$ cat src/rtl/pipeline_ctrl.sv
// Central stall/flush controller for the five-stage MIPS pipeline.
// Merges fetch, load-use, divide and data hazards into one stall vector and drives exception/ERET redirects.
module pipeline_ctrl #(
    parameter int unsigned    DIV_CYCLES = 33,
    parameter logic [31:0]    EXC_VECTOR = 32'hBFC00380
) (
    input  logic        clk,
    input  logic        rst,
    input  logic        inst_req_busy,
    input  logic        data_req_busy,
    input  logic        id_load_use,
    input  logic        exe_div_start,
    input  logic        exception_valid,
    input  logic        eret_valid,
    input  logic [31:0] cp0_epc,
    output logic [3:0]  stall,
    output logic        flush,
    output logic [31:0] flush_pc,
    output logic        div_done,
    output logic        div_abort,
    output logic        discard_inst
);

    typedef enum logic [1:0] {
        IDLE  = 2'd0,
        DIV   = 2'd1,
        DRAIN = 2'd2
    } state_t;

    localparam logic [5:0] CNT_INIT = 6'(DIV_CYCLES - 1);

    state_t     state;
    logic [5:0] cnt;
    logic       flush_now;
    logic       div_running;

    assign flush_now   = exception_valid | eret_valid;
    assign div_running = (state == DIV) && (cnt != '0);

    always_comb begin
        flush        = flush_now;
        flush_pc     = '0;
        stall        = '0;
        div_done     = (state == DIV) && (cnt == '0);
        div_abort    = flush_now && (state == DIV);
        discard_inst = (state == DRAIN);

        if (exception_valid) begin
            flush_pc = EXC_VECTOR;
        end else if (eret_valid) begin
            flush_pc = cp0_epc;
        end

        // A flush cycle never stalls, so the redirect PC loads on the same edge.
        if (!flush_now) begin
            if (data_req_busy) begin
                stall = 4'b1111;
            end else if (div_running) begin
                stall = 4'b0111;
            end else if (id_load_use) begin
                stall = 4'b0011;
            end else if (inst_req_busy || (state == DRAIN)) begin
                stall = 4'b0001;
            end
        end
    end

    always_ff @(posedge clk) begin
        if (rst) begin
            state <= IDLE;
            cnt   <= '0;
        end else if (flush_now) begin
            // An outstanding fetch belongs to the squashed path and must be drained.
            cnt   <= '0;
            state <= inst_req_busy ? DRAIN : IDLE;
        end else begin
            case (state)
                IDLE: begin
                    if (exe_div_start && !data_req_busy) begin
                        state <= DIV;
                        cnt   <= CNT_INIT;
                    end
                end
                DIV: begin
                    if (cnt != '0) begin
                        cnt <= cnt - 6'd1;
                    end else if (!data_req_busy) begin
                        state <= IDLE;
                    end
                end
                DRAIN: begin
                    if (!inst_req_busy) begin
                        state <= IDLE;
                    end
                end
                default: begin
                    state <= IDLE;
                    cnt   <= '0;
                end
            endcase
        end
    end

endmodule

$ cat config.mk
export PLATFORM = sky130hd
export DESIGN_NAME = pipeline_ctrl
export DESIGN_NICKNAME = d
export VERILOG_FILES = /design/src/rtl/pipeline_ctrl.sv
export SDC_FILE = /design/constraint.sdc
export NUM_CORES = 1
export LEC_CHECK = 0
export CAP_MARGIN = 25
export CORE_UTILIZATION = 30
export CTS_BUF_LIST = sky130_fd_sc_hd__clkbuf_8 sky130_fd_sc_hd__clkbuf_16
export DETAILED_ROUTE_END_ITERATION = 10
export PLACE_DENSITY = 0.83
export REMOVE_ABC_BUFFERS = 1
export SYNTH_ARGS = -nofsm -noshare
export SYNTH_HDL_FRONTEND = slang
export SYNTH_SLANG_ARGS = --single-unit
$ cat constraint.sdc
create_clock -name clk -period 4 [get_ports clk]
set_input_delay 1 -clock clk [delete_from_list [all_inputs] [get_ports clk]]
set_output_delay 1 -clock clk [all_outputs]
set_load 0.02 [all_outputs]
After elaboration in Yosys (flattened, before gate mapping)
Cells that the tools add are included.

Add/subtract/negate cells: 1. Equal/unequal tests: 8. Muxes and demuxes: 17. Bitwise operators: 2. Reductions and logical operators: 12.

Operators by type and width (number): $mux 32 (2); $pmux 6 s3 (1); $mux 2 (7); $mux 6 (2); $ne 3x3->1 const B (3); $mux 4 (2); $logic_not 6->1 (1); $pmux 2 s3 (1); $reduce_bool 6->1 (1); $sub 6x1->6 const B (1); $logic_and 1x1->1 (4); $reduce_and 4->1 (1); $mux 3 (1); $ne 3x2->1 const B (1); $reduce_and 3->1 (1); $eq 2x1->1 const B (1); $eq 2x2->1 const B (1); $logic_not 2->1 (1); $ne 2x1->1 const B (1); $ne 2x2->1 const B (1); $reduce_or 2->1 (1); $logic_not 1->1 (1); $logic_or 1x1->1 (1); $mux 1 (1); 2 further kinds (2).

Register bits: 8. Word-level logic and storage cells: 42.

Depth between registers and ports, before layout
Word-level depth: 7. Mapped depth: 7.

Worst setup path before layout
No wires, ideal clock.

Path type: input port to output port. Start point: in exception_valid. End point: out stall[0]. Arrival: 1673 ps. Data required time: 3000 ps. Path slack: 1327 ps. Cell stages on the path: 3. Path buffers: 0. Cells stage by stage: nor2_1 -> inv_1 -> a21oi_1.

Word-level cells in the longest chain between the ends: 2.

Ends and longest elaborated chain: start: declaration (line 13) `input logic exception_valid,`; $or 1x1->1 (line 37) `assign flush_now = exception_valid | eret_valid;`; named net flush (line 17) `output logic flush,`; $mux 4 (line 55) `if (!flush_now) begin`; end: declaration (line 16) `output logic [3:0] stall,`.

The timed path passes the listed nets, and every way through them passes these cells.

Worst setup path after layout
Start point: in eret_valid. End point: out stall[0].

Word-level cells in the longest chain between the ends: 2.

Ends and longest elaborated chain: start: declaration (line 14) `input logic eret_valid,`; $or 1x1->1 (line 37); $mux 4 (line 55).

Every way passes these cells.

==> results.sh <==
export IMPL_area_delta_synth_final_pct=121
export IMPL_relSlewSlack_pct=77.6
export IMPL_drc=0
export IMPL_yosysTopAreaCell="dfxtp_1"
export IMPL_netlist_area_sq_um=721
export IMPL_critPathTopFamily="buffers and inverters"
export IMPL_die_w_um=51.0
export IMPL_grt_pass1_vias=919
export IMPL_num_fill_cells=191
export IMPL_drv_cap=0
export IMPL_tns_ns=0
export IMPL_layout_cells_non_filler=207
export IMPL_finalMaxSlewViolations=0
export IMPL_place_congestion=0.839
export IMPL_synth_cells=98
export IMPL_die_area_sq_um=2600
export IMPL_power_leakage_nw=0.650
export IMPL_grt_overflow=0
export IMPL_setup_viol=0
export IMPL_crit_top_cell="clkdlybuf4s50_1"
export IMPL_grt_pass1_wl_um=4110
export IMPL_synth_seq_cells=8
export IMPL_crit_chain="clkdlybuf4s50_1, buf_4, nor2_1, inv_1, a21oi_1, clkdlybuf4s50_1"
export IMPL_hold_violations=0
export IMPL_ant_nets=0
export IMPL_h_tree_depth=1
export IMPL_die_y_um=51.0
export IMPL_hold_class="reg2reg"
export IMPL_stdcell_area_sq_um=1600
export IMPL_fin_nets=222
export IMPL_rsz0062_at_grt="false"
export IMPL_cts_repair_resize_count=0
export IMPL_slowest_delay_ns=0.62
export IMPL_synth_area_leaders="dfxtp_1 22%, and2_1 18%, a21o_1 13%, nor2_1 5.2%, inv_1 2.6%"
export IMPL_outcome="finished, final reports clean"
export IMPL_switchingPower_uw=87.5
export IMPL_io_buffers=79
export IMPL_worstMarginPinSlew_ns=0.336
export IMPL_track_usage_pct=21.1
export IMPL_tritoncts="built"
export IMPL_p_total_uw=316
export IMPL_power_frac_comb_pct=43.7
export IMPL_io_pins=80
export IMPL_dpl_instance_area_sq_um=1550
export IMPL_firstDrtPassIters=4
export IMPL_synth_top_area_share_pct=22.2
export IMPL_cts_buffer_depth=2
export IMPL_multiInputGateArea_sq_um=523
export IMPL_power_density_nw_per_um2=198
export IMPL_cts_buffers=3
export IMPL_cts_root_buf="clkbuf_8"
export IMPL_p_int_uw=228
export IMPL_fmax_mhz=275
export IMPL_via_count=993
export IMPL_p_sw_share_pct=27.7
export IMPL_post_place_ws_ns=0.370
export IMPL_clock_skew_ns=0.000399
export IMPL_worstSetupPathType="in2out"
export IMPL_min_period_over_period_pct=90.9
export IMPL_placed_cells=204
export IMPL_required_ns=3.00
export IMPL_vias_per_cell=4.80
export IMPL_drive_gt1_share_pct=7.26
export IMPL_drt_iter0_drc=30
export IMPL_timing_final_ws_setup_ns=0.365
export IMPL_insertion_delay_ns=0.22
export IMPL_ctsHoldBuffers=0
export IMPL_cp_start_kind="input pin"
export IMPL_std_cell_rows=17
export IMPL_core_sq_um=2230
export IMPL_seq_area_frac_synth_pct=22.2
export IMPL_power_frac_seq_pct=26.3
export IMPL_p_clk_share_pct=30.0
export IMPL_grt_max_degree=21
export IMPL_postCtsSetupBuffers=0
export IMPL_yosysUniqueCellTypes=34
export IMPL_ir_drop_uv=179
export IMPL_syn_area_per_cell_sq_um=7.35
export IMPL_cts_sinks=8
export IMPL_cp_max_fo=14
export IMPL_dp_hpwl_um=2320
export IMPL_crit_buf_inv=4
export IMPL_clk_pin_slew_ns=0.04
export IMPL_synth_warnings=0
export IMPL_crit_path_end_kind="output port"
export IMPL_start_util_pct=32.3
export IMPL_wl_per_cell_um=13.6
export IMPL_route_final_wire_length_um=2810
export IMPL_slowest_stage="clkdlybuf4s50_1"
export IMPL_regArea_sq_um=160
export IMPL_n_antenna_cell=0
export IMPL_worst_ep_arrival_time_ns=2.63
export IMPL_period_minus_slack_ns=3.63
export IMPL_grt_antenna_before_repair=0
==> worst paths after layout <==
path	slack [ns]	depth (start not counted)	from	to
setup / recovery	0.37	6	eret_valid	stall[0]
setup reg to reg	2.08	6	cnt[0]	cnt[2]
hold reg to reg	0.45	1	state[1]	state[0]
hold / removal	0.45	1	state[1]	state[0]
==> layout make-up <==
class	count	area share (%)
clock buffer	3	2.59
inverter	6	1.41
multi-input combinational	80	32.8
sequential	8	10.0
tap	28	2.20
timing repair buffer	82	51.0
==> synthesized netlist by cell type <==
cell,number
nor3b_1,2
o21a_1,1
inv_2,1
and2_1,21
nand3_1,1
or2_2,2
o21ai_0,3
or3b_2,1
a21o_1,12
or3_4,1
or3b_4,1
or3_1,1
o2bb2ai_1,1
nor2b_1,2
a221oi_1,1
or4_1,2
inv_1,5
a21boi_0,1
a21boi_1,1
clkbuf_1,4
nor2_1,10
a311oi_1,1
nand2_1,1
a211oi_1,1
o21ba_2,1
dfxtp_1,8
a31oi_1,1
a21oi_1,3
nand2b_1,1
nor3_1,2
or2b_1,1
and4_1,1
o31ai_1,2
ha_1,1
==> logic make-up (layout without fill, tap and decap cells) <==
group / after synthesis / count (layout) / share of synthesized area, %
buf+inv: 10 / 91 / 5.21
flops: 8 / 8 / 22.2
fa+ha+maj: 1 / 1 / 1.74
compound gates: 29 / 29 / 28.8
simple gates: 50 / 50 / 42.0
==> registers in the layout, summed over array words and instances, names as in the netlist <==
| name | count |
|---|---|
| cnt | 6 |
| state | 2 |
==> power groups by stage <==
stage	Combinational, mW	Sequential (mW)	Clock (mW)
floorplan	0.0524	0.0839	0
global placement	0.136	0.0840	0
detailed placement	0.137	0.0842	0
CTS	0.139	0.0828	0.0988
global route	0.146	0.0829	0.105
finish	0.138	0.0828	0.0947
==> metrics by stage <==
stage          util, %  hold WS (ns)
4_1_cts           71.4         0.456
3_5_place_dp      69.6         0.450
5_1_grt           71.4         0.490
2_1_floorplan        -         0.425
6_report          71.4         0.452
3_3_place_gp      69.6         0.443
==> per-layer routing <==
layer | global-route usage (%) | wire length, um | vias up
li1 | - | - | 505
met1 | 22.0 | 1050 | 449
met2 | 41.4 | 1600 | 37
met3 | 6.55 | 164 | 2
met4 | 2.78 | 4 | 0
met5 | 0 | 0 | -
==> layout by cell type (no fill, tap or decap), types with 3 or more instances in the layout <==
cell type	count
o21ai_0	3
buf_4	3
dfxtp_1	8
inv_1	5
nor2_1	10
clkbuf_8	3
clkdlybuf4s50_1	79
a21o_1	12
a21oi_1	3
and2_1	21
Power figures use the tool's default switching activity.
